`src/rtl/csr_exec_unit_pkg.sv`:
```
// Shared types for the CSR execute sequencer: the CSR command encoding,
// the sequencer state encoding and the address of the retired-op counter.
package csr_exec_unit_pkg;

    // CSR command carried from decode to the CSR file.
    typedef enum logic [2:0] {
        CSR_N = 3'd0,   // no access / no write
        CSR_W = 3'd1,   // write src
        CSR_S = 3'd2,   // set bits in src
        CSR_C = 3'd3,   // clear bits in src
        CSR_I = 3'd4    // write zero-extended immediate
    } control_register_command_t;

    // Read-modify-write sequencer states.
    typedef enum logic [1:0] {
        IDLE  = 2'd0,
        READ  = 2'd1,
        WRITE = 2'd2,
        RESP  = 2'd3
    } csr_exec_state_t;

    // Read-only retired-operation counter, served locally when enabled.
    localparam logic [11:0] CSR_ADDR_PERF = 12'hC00;

endpackage

```
`src/rtl/csr_exec_unit_if.sv`:
```
// Request/response channels between the execute stage and the CSR sequencer.
//
// Handshake rule for both channels: a transfer happens on a rising clock
// edge where valid and ready are both high. The producer holds valid and its
// payload stable until that edge; ready may change freely and never depends
// on valid combinationally in a way that could loop.
interface csr_exec_unit_if
    import csr_exec_unit_pkg::*;
#(
    parameter int XLEN   = 32,
    parameter int ADDR_W = 12
);
    logic                      req_valid;
    logic                      req_ready;
    control_register_command_t req_cmd;
    logic [ADDR_W-1:0]         req_addr;
    logic [XLEN-1:0]           req_src;
    logic [4:0]                req_rd;

    logic                      resp_valid;
    logic                      resp_ready;
    logic [XLEN-1:0]           resp_data;
    logic [4:0]                resp_rd;

    // Execute-stage side: issues requests, consumes responses.
    modport master (
        output req_valid, req_cmd, req_addr, req_src, req_rd, resp_ready,
        input  req_ready, resp_valid, resp_data, resp_rd
    );

    // Sequencer side: accepts requests, produces responses.
    modport slave (
        input  req_valid, req_cmd, req_addr, req_src, req_rd, resp_ready,
        output req_ready, resp_valid, resp_data, resp_rd
    );
endinterface

```
`src/rtl/csr_wdata_alu.sv`:
```
// New-value computation for a CSR read-modify-write. Set/clear with an
// all-zero operand is a pure read, so write_en drops for those.
module csr_wdata_alu
    import csr_exec_unit_pkg::*;
#(
    parameter int XLEN = 32
) (
    input  control_register_command_t cmd,
    input  logic [XLEN-1:0]           old,
    input  logic [XLEN-1:0]           src,
    output logic [XLEN-1:0]           wdata,
    output logic                      write_en
);

    // Combine old value and operand according to the command.
    always_comb begin
        wdata    = '0;
        write_en = 1'b0;
        case (cmd)
            CSR_W, CSR_I: begin
                wdata    = src;
                write_en = 1'b1;
            end
            CSR_S: begin
                wdata    = old | src;
                write_en = |src;
            end
            CSR_C: begin
                wdata    = old & ~src;
                write_en = |src;
            end
            default: begin
                wdata    = '0;
                write_en = 1'b0;
            end
        endcase
    end

endmodule

```
`src/rtl/csr_exec_unit.sv`:
```
// CSR execute sequencer: accepts one CSR instruction, reads the old value,
// issues at most one write strobe with the new value, then returns the old
// value and rd to writeback.
// Optional feature macro: CSR_EXEC_PERF_EN adds a read-only 32-bit
// retired-operation counter served at CSR_ADDR_PERF (12'hC00).
module csr_exec_unit
    import csr_exec_unit_pkg::*;
#(
    parameter int XLEN   = 32,
    parameter int ADDR_W = 12
) (
    input  logic                      clk,
    input  logic                      rst_n,
    csr_exec_unit_if.slave            bus,
    output logic [ADDR_W-1:0]         csr,
    output control_register_command_t csr_cmd,
    output logic [XLEN-1:0]           csr_wdata,
    input  logic [XLEN-1:0]           csr_rdata,
    output csr_exec_state_t           state_dbg
);

    csr_exec_state_t           state;
    csr_exec_state_t           state_next;
    control_register_command_t cmd_q;
    logic [ADDR_W-1:0]         addr_q;
    logic [XLEN-1:0]           src_q;
    logic [4:0]                rd_q;
    logic [XLEN-1:0]           old_q;

    logic                      accept;
    logic                      req_ready;
    logic                      resp_valid;
    logic [XLEN-1:0]           alu_wdata;
    logic                      alu_write_en;
    logic                      write_en;
    logic [XLEN-1:0]           read_value;

    csr_wdata_alu #(.XLEN(XLEN)) u_wdata_alu (
        .cmd      (cmd_q),
        .old      (old_q),
        .src      (src_q),
        .wdata    (alu_wdata),
        .write_en (alu_write_en)
    );

`ifdef CSR_EXEC_PERF_EN
    logic [31:0] perf_cnt;
    logic        is_perf;

    assign is_perf    = (addr_q == CSR_ADDR_PERF);
    assign read_value = is_perf ? XLEN'(perf_cnt) : csr_rdata;
    assign write_en   = alu_write_en & ~is_perf;

    // Count every retired instruction, CSR_N included; wraps naturally.
    always_ff @(posedge clk or negedge rst_n) begin
        if (!rst_n) begin
            perf_cnt <= '0;
        end else if (resp_valid && bus.resp_ready) begin
            perf_cnt <= perf_cnt + 32'd1;
        end
    end
`else
    assign read_value = csr_rdata;
    assign write_en   = alu_write_en;
`endif

    // Sequencer state register.
    always_ff @(posedge clk or negedge rst_n) begin
        if (!rst_n) begin
            state <= IDLE;
        end else begin
            state <= state_next;
        end
    end

    // Next state, handshake outputs and the single-cycle write strobe.
    always_comb begin
        state_next = state;
        req_ready  = 1'b0;
        resp_valid = 1'b0;
        accept     = 1'b0;
        csr_cmd    = CSR_N;
        case (state)
            IDLE: begin
                req_ready = 1'b1;
                if (bus.req_valid) begin
                    accept     = 1'b1;
                    state_next = (bus.req_cmd == CSR_N) ? RESP : READ;
                end
            end
            READ: begin
                state_next = WRITE;
            end
            WRITE: begin
                if (write_en) begin
                    csr_cmd = cmd_q;
                end
                state_next = RESP;
            end
            RESP: begin
                resp_valid = 1'b1;
                if (bus.resp_ready) begin
                    state_next = IDLE;
                end
            end
            default: begin
                state_next = IDLE;
            end
        endcase
    end

    // Latch the request on acceptance and capture the old value in READ.
    // old_q is cleared on acceptance so CSR_N responds with zero.
    always_ff @(posedge clk or negedge rst_n) begin
        if (!rst_n) begin
            cmd_q  <= CSR_N;
            addr_q <= '0;
            src_q  <= '0;
            rd_q   <= '0;
            old_q  <= '0;
        end else if (accept) begin
            cmd_q  <= bus.req_cmd;
            addr_q <= bus.req_addr;
            src_q  <= bus.req_src;
            rd_q   <= bus.req_rd;
            old_q  <= '0;
        end else if (state == READ) begin
            old_q  <= read_value;
        end
    end

    assign bus.req_ready  = req_ready;
    assign bus.resp_valid = resp_valid;
    assign bus.resp_data  = old_q;
    assign bus.resp_rd    = rd_q;
    assign csr            = addr_q;
    assign csr_wdata      = alu_wdata;
    assign state_dbg      = state;

endmodule

```
`src/flat_wrapper.sv`:
```
// flat-port wrapper written by rule: the top's interface ports become plain ports
module csr_exec_unit_flat import csr_exec_unit_pkg::*;
#(
    parameter int XLEN   = 32,
    parameter int ADDR_W = 12
)
  (clk, rst_n, csr, csr_cmd, csr_wdata, csr_rdata, state_dbg, bus_req_valid, bus_req_cmd, bus_req_addr, bus_req_src, bus_req_rd, bus_resp_ready, bus_req_ready, bus_resp_valid, bus_resp_data, bus_resp_rd);
  csr_exec_unit_if #(.XLEN(XLEN), .ADDR_W(ADDR_W)) bus_i ();
  input  logic clk;
  input  logic rst_n;
  output logic [ADDR_W-1:0] csr;
  output control_register_command_t csr_cmd;
  output logic [XLEN-1:0] csr_wdata;
  input  logic [XLEN-1:0] csr_rdata;
  output csr_exec_state_t state_dbg;
  input wire logic [$bits(bus_i.req_valid)-1:0] bus_req_valid;
  input wire logic [$bits(bus_i.req_cmd)-1:0] bus_req_cmd;
  input wire logic [$bits(bus_i.req_addr)-1:0] bus_req_addr;
  input wire logic [$bits(bus_i.req_src)-1:0] bus_req_src;
  input wire logic [$bits(bus_i.req_rd)-1:0] bus_req_rd;
  input wire logic [$bits(bus_i.resp_ready)-1:0] bus_resp_ready;
  output wire logic [$bits(bus_i.req_ready)-1:0] bus_req_ready;
  output wire logic [$bits(bus_i.resp_valid)-1:0] bus_resp_valid;
  output wire logic [$bits(bus_i.resp_data)-1:0] bus_resp_data;
  output wire logic [$bits(bus_i.resp_rd)-1:0] bus_resp_rd;
  assign bus_i.req_valid = bus_req_valid;
  assign bus_i.req_cmd = bus_req_cmd;
  assign bus_i.req_addr = bus_req_addr;
  assign bus_i.req_src = bus_req_src;
  assign bus_i.req_rd = bus_req_rd;
  assign bus_i.resp_ready = bus_resp_ready;
  assign bus_req_ready = bus_i.req_ready;
  assign bus_resp_valid = bus_i.resp_valid;
  assign bus_resp_data = bus_i.resp_data;
  assign bus_resp_rd = bus_i.resp_rd;
  csr_exec_unit #(.XLEN(XLEN), .ADDR_W(ADDR_W)) u_core (.clk(clk), .rst_n(rst_n), .bus(bus_i), .csr(csr), .csr_cmd(csr_cmd), .csr_wdata(csr_wdata), .csr_rdata(csr_rdata), .state_dbg(state_dbg));
endmodule
```
`config.mk`:
```
export PLATFORM = sky130hd
export DESIGN_NAME = csr_exec_unit_flat
export DESIGN_NICKNAME = d
export VERILOG_FILES = /design/src/rtl/csr_exec_unit_pkg.sv /design/src/rtl/csr_exec_unit_if.sv /design/src/rtl/csr_wdata_alu.sv /design/src/rtl/csr_exec_unit.sv /design/src/flat_wrapper.sv
export SDC_FILE = /design/constraint.sdc
export NUM_CORES = 1
export LEC_CHECK = 0
export ABC_AREA = 1
export BUFFER_PORTS_ARGS = -buffer_cell sky130_fd_sc_hd__buf_4
export CAP_MARGIN = 15
export CORE_MARGIN = 5
export CORE_UTILIZATION = 49
export CTS_CLUSTER_SIZE = 10
export DETAILED_ROUTE_END_ITERATION = 8
export PLACE_DENSITY_LB_ADDON = 0.15
export SLEW_MARGIN = 40
export SYNTH_ARGS = -nofsm -noshare
export SYNTH_HDL_FRONTEND = slang
export SYNTH_HIERARCHICAL = 1
export SYNTH_SLANG_ARGS = --single-unit
```
`constraint.sdc`:
```
create_clock -name clk -period 2.2 [get_ports clk]
set_input_delay 0.66 -clock clk [delete_from_list [all_inputs] [get_ports clk]]
set_output_delay 0.66 -clock clk [all_outputs]
set_load 0.01 [all_outputs]
```
Yosys cells after proc, flatten, opt, wreduce, memory -nomap -nowiden
Cells that the tools add are included.
{"block": "word_totals", "regBits": 86, "word_cells": 39, "in_bits": 88}
{"block": "op_classes", "n_eq_ne": 9, "n_bitwise": 3, "reduce_logical": 7, "n_mux": 14}
{"operator": "$pmux 32 s3", "count": 1}
{"operator": "$mux 32", "count": 2}
{"operator": "$and 32x32->32", "count": 1}
{"operator": "$not 32->32", "count": 1}
{"operator": "$or 32x32->32", "count": 1}
{"operator": "$reduce_or 32->1", "count": 1}
{"operator": "$pmux 2 s4", "count": 1}
{"operator": "$eq 3x2->1 const B", "count": 2}
{"operator": "$mux 2", "count": 3}
{"operator": "$mux 3", "count": 2}
{"operator": "$eq 2x2->1 const B", "count": 2}
{"operator": "$mux 1", "count": 4}
{"operator": "$ne 2x2->1 const B", "count": 2}
{"operator": "$reduce_or 2->1", "count": 2}
{"operator": "$eq 3x1->1 const B", "count": 1}
{"operator": "$eq 3x3->1 const B", "count": 1}
{"operator": "$logic_not 3->1", "count": 1}
{"operator": "$eq 2x1->1 const B", "count": 1}
{"operator": "$logic_not 2->1", "count": 1}
{"operator": "$pmux 1 s2", "count": 1}
{"operator": "$reduce_and 2->1", "count": 1}
{"operator": "$reduce_bool 2->1", "count": 1}

Depth between registers and ports, before layout
{"block": "logic_depth", "word_depth": 5, "depth_mapped": 9, "mapped_depth_nobuf": 8}

Hierarchy
The synthesis kept the hierarchy.
{"module": "csr_exec_unit", "cells_per_inst": 395, "seq_area_each_um2": 2152.1, "area_per_inst_um2": 3533.4, "n_inst": 1}
{"module": "csr_wdata_alu", "cells_per_inst": 175, "seq_area_each_um2": 0.0, "area_per_inst_um2": 845.8, "n_inst": 1}

Least setup slack after synthesis
Ideal clock, no wire load.
{"block": "synth_timing", "kind": "register -> output", "startpoint": "register u_core.cmd_q[2]", "endpoint": "output csr_cmd[0]", "slack_ns": 0.299, "t_arrival_ns": 1.241, "required_time_ns": 1.540, "path_stages_with_launch": 8, "path_cell_list": "dfrtp_1 > nand3b_1 > nand3_4 > buf_6 > inv_2 > nor2_1 > nand2_1 > nor2_1"}
{"block": "synth_between", "elab_chain_cells": 5}
{"element": "start: declaration", "line": "csr_exec_unit.sv:24", "rtl": "control_register_command_t cmd_q;"}
{"element": "start signal: assignment", "line": "csr_exec_unit.sv:122", "rtl": "cmd_q <= bus.req_cmd;"}
{"element": "$eq 3x2->1 (tied with other cells)", "line": "csr_wdata_alu.sv:19", "rtl": "case (cmd)"}
{"element": "$reduce_or 2->1 (on tied branches)"}
{"element": "$pmux 1 s2 (*)", "line": "csr_wdata_alu.sv:19"}
{"element": "named net u_core.alu_write_en", "line": "csr_exec_unit.sv:34", "rtl": "logic alu_write_en;"}
{"element": "$mux 3 (*)", "line": "csr_exec_unit.sv:95", "rtl": "if (write_en) begin"}
{"element": "$mux 3 (*)", "line": "csr_exec_unit.sv:83", "rtl": "case (state)"}
{"element": "end: declaration", "line": "flat_wrapper.sv:12", "rtl": "output control_register_command_t csr_cmd;"}
The timed path passes the listed nets; every way through them passes the cells marked *.

Worst setup path in the final report
{"block": "layout_timing", "startpoint": "register u_core.cmd_q[0]", "endpoint": "output csr_wdata[23]"}
{"block": "layout_between", "elab_chain_cells": 3}
{"element": "$eq 3x1->1 or $eq 3x3->1 (tied branches)", "line": "csr_wdata_alu.sv:19"}
{"element": "$reduce_or 2->1", "line": "csr_wdata_alu.sv:19"}
{"element": "$pmux 32 s3 (*)", "line": "csr_wdata_alu.sv:19"}
{"element": "end: declaration", "line": "flat_wrapper.sv:13", "rtl": "output logic [XLEN-1:0] csr_wdata;"}
Every way passes the cells marked *; elsewhere a longest branch is shown, timed or not.

==> results.md <==
- Area of the multi-input gates: ~0.0019 mm2
- CP Capture Type: output port
- Post-synthesis xor/xnor area fraction: 0%
- RR Startpoint: u_core/state_dbg[0]
- FF+latch count, synth: 86
- Max Freq: ~410 MHz
- Avg Cell Area, Syn: about 7.7 um2
- Relative slew slack: around 64%
- EDFF count, synth: 0
- Fin. Hold Viols: 0
- Post-DP HPWL: just over 9 mm
- Max-cap viol count: 0
- Overflow after GRT: 0
- Final setup viols: 35
- Synth cell types: 20
- Worst Setup Start Kind: flip-flop
- Row cnt: 34
- Most common cell in the netlist: nor2_1
- Worst slew pin tran: 0.5401 ns
- CTS max path bufs: 2
- LEAKAGE: 0.003336 uW
- DRT Pass-1 Iters: 4
- CTS tree: built
- Mapped cell area: roughly 0.0044 mm2
- Initial Util: 50.22%
- Synth warn: 6
- Met3 Wirelength: approximately 1.1 mm
- Req. time, crit path: about 1.5 ns
- Antenna cell count: 0
- # hold bufs at CTS: 0
- Worst EP arrival: 1.80 ns
- First-pass GRT wire length: 21.93 mm
- Power per Cell Area: 1603 mW/mm2
- H-tree depth: 3
- Crit Path Max Fanout: 22
- Synth Area in Adders: around 1.1%
- Area Overhead vs Synth: 43.11%
- Vias in the first global route: ~4400
- Sequential element share of the synthesized area: approximately half
- Final WS setup: -0.2644 ns
- R2R cell count: 6
- TritonCTS Sinks: 86
- VDD IR max: ~840 uV
- Vias after detailed routing: 4437
- Synth Flop Type: dfrtp_1
- Buffers on Ports: around 180
- Reg2Reg Capture Point: u_core/bus.resp_data[26]
- Post-route ant nets: 0
- Clk_lat worst skew: between 0.3 and 0.4 ns
- Final nets: about 850
- Die width: 104.5 um
- Synth async-reset ratio: 100.0%
- GPL Wtd Cong: 0.8991
- Total CTS buffers: 9
- Min-Delay Path Class: input port to async pin
- # DRC: 0
- Multiplexer area fraction after synthesis: 0%
- Status: finished with violations
- CORE AREA: 0.008721 mm2
- Top Ports: between 150 and 200
- Crit Path Class: flip-flop to output port
- Setup repair after global routing missed its margin: true
- Fillers: between 700 and 800
- Compound-Gate Fraction of Synth Area: a little under an eighth
- FF-to-FF setup slack: slightly above 0.5 ns
- Final period util: 112.0%
- Fin crit period: between 2 and 2.5 ns
- Register Area: 0.002153 mm2
- M1 WL: ~5.5 mm
- Synth top area share: around half
- Max-slew violations: 0
- Die H: roughly 100 um
- Top Metal Used: met4
- Post-synth top cells: nor2_1 (124), nand2_1 (115), dfrtp_1 (86)
- Root buf cell: clkbuf_8
- Final WL: between 10 and 15 mm
- Tot Pwr: ~10000 uW
- Met2 Wirelength: approximately 7 mm
- Vias/cell: between 5 and 6
- Net count after synthesis: about 660
- Yosys top cell by area: dfrtp_1
- Failing checks: negative setup slack
- Synth top area cells: dfrtp_1 (49%), nor2_1 (11%), nand2_1 (9.9%), nand3_1 (6.2%), o21ai_0 (5.3%)
- Total track usage: between 20% and 30%
- Mapped Cells: between 500 and 600
- Iteration-0 DRC Markers: between 200 and 300
- Share of layout cells above drive strength 1: ~32%
- Largest family of logic cells by synthesized area: simple AND/OR/NAND/NOR gates
- Sum Neg Setup Slack: -7.754 ns
- Clk pin slew, worst setup/hold paths: about 0.080 ns
- Initial antenna violation count: 0
- Skew final: roughly 0.0076 ns
- Drt wl/cell: 15.69 um
- Die area: approximately 0.011 mm2
- Largest net degree at the start of global routing: around 50
- Simple-gate share of the synthesized area: ~28%
kinds of logic after synthesis:
kind of cell / Yosys count
and+or+nand+nor: 301
AOI/OAI and AO/OA: 100
DFF: 86
buffers and inverters: 79
adders and majority gates: 4
layout make-up:
class,instances,share of cell area [%]
Clock buffer,10,2.036
Clock inverter,4,1.557
Inverter,43,2.575
Multi-Input combinational cell,407,30.80
Sequential cell,86,34.36
Tap cell,108,2.156
Timing Repair Buffer,206,26.51
critical path, stage by stage, from the launching register on:
cell and delay [ns]:
dfrtp_1 0.41, nor2_2 0.14, buf_4 0.14, nor2_4 0.03, nand2_4 0.10, nand3_4 0.14
buf_12 0.19, o21ai_0 0.10, nor2_1 0.07, buf_4 0.14
repair_timing:
item                                    in CTS  in global routing
gates resized for setup                     24                 13
endpoints found under the setup margin      35                 35
cloned                                       3                  0
endpoints found under the hold margin        0                  0
pin swaps                                    4                  6
buffers inserted                            14                  2
flip-flops by register name, indices dropped and copies added (netlist names):
register,cells
u_core/state_dbg,2
u_core/csr,12
u_core/cmd_q,3
u_core/bus.resp_data,32
u_core/bus.resp_rd,5
u_core/src_q,32
through the flow:
step	hold slack, ns	cells	instance area [um2]	setup WS, ns	utilization, %
3_5_place_dp	0.4616	831	5710	0.1311	65.48
5_1_grt	0.2980	864	6267	-0.3684	71.87
3_3_place_gp	0.4551	831	5710	0.1876	65.48
4_1_cts	0.2926	862	6208	-0.2002	71.19
6_report	0.2866	864	6267	-0.2644	71.87
2_1_floorplan	0.3644	570	4379	0.2994	-
cell usage in the layout (no fill, tap or decap), types with 2 or more instances in the layout:
cell / Yosys / layout
ha_1: 4 / 3
nand2_8: 0 / 5
nand2_4: 2 / 3
buf_4: 4 / 195
nor2_2: 1 / 3
nand3_1: 54 / 54
buf_12: 0 / 6
o21ai_2: 0 / 2
nor2_4: 0 / 3
a21oi_2: 0 / 3
nor2_1: 124 / 119
o21ai_1: 19 / 22
clkbuf_8: 0 / 9
o21ai_0: 46 / 41
bufinv_16: 0 / 3
nand2_1: 115 / 113
inv_1: 42 / 42
buf_6: 14 / 4
dfrtp_1: 86 / 85
a21oi_1: 35 / 32
per-layer routing:
layer  GRT usage, %  vias up
li1               -     2174
met5              0        -
met3          7.522       20
met4          6.105        0
met1          30.28     2089
met2          41.18      154
where the power goes:
| group | leakage (uW) | internal [uW] | switching [uW] |
|---|---|---|---|
| combinational | 0.00217 | 2580 | 3120 |
| clock | 0.000108 | 743 | 534 |
| sequential | 0.00106 | 2360 | 708 |
| total | 0.00334 | 5680 | 4370 |
worst max path at each step:
stage	start	endpoint	slack [ns]
after floorplan	u_core/cmd_q[2]	csr_cmd[0]	0.30
after global placement	u_core/cmd_q[2]	csr_wdata[3]	0.19
after detailed placement	u_core/cmd_q[2]	csr_wdata[23]	0.13
after CTS	u_core/cmd_q[2]	csr_wdata[23]	-0.20
after global routing	u_core/cmd_q[0]	csr_wdata[23]	-0.37
final	u_core/cmd_q[0]	csr_wdata[23]	-0.26
No activity file was read; power rests on OpenSTA's default activity.
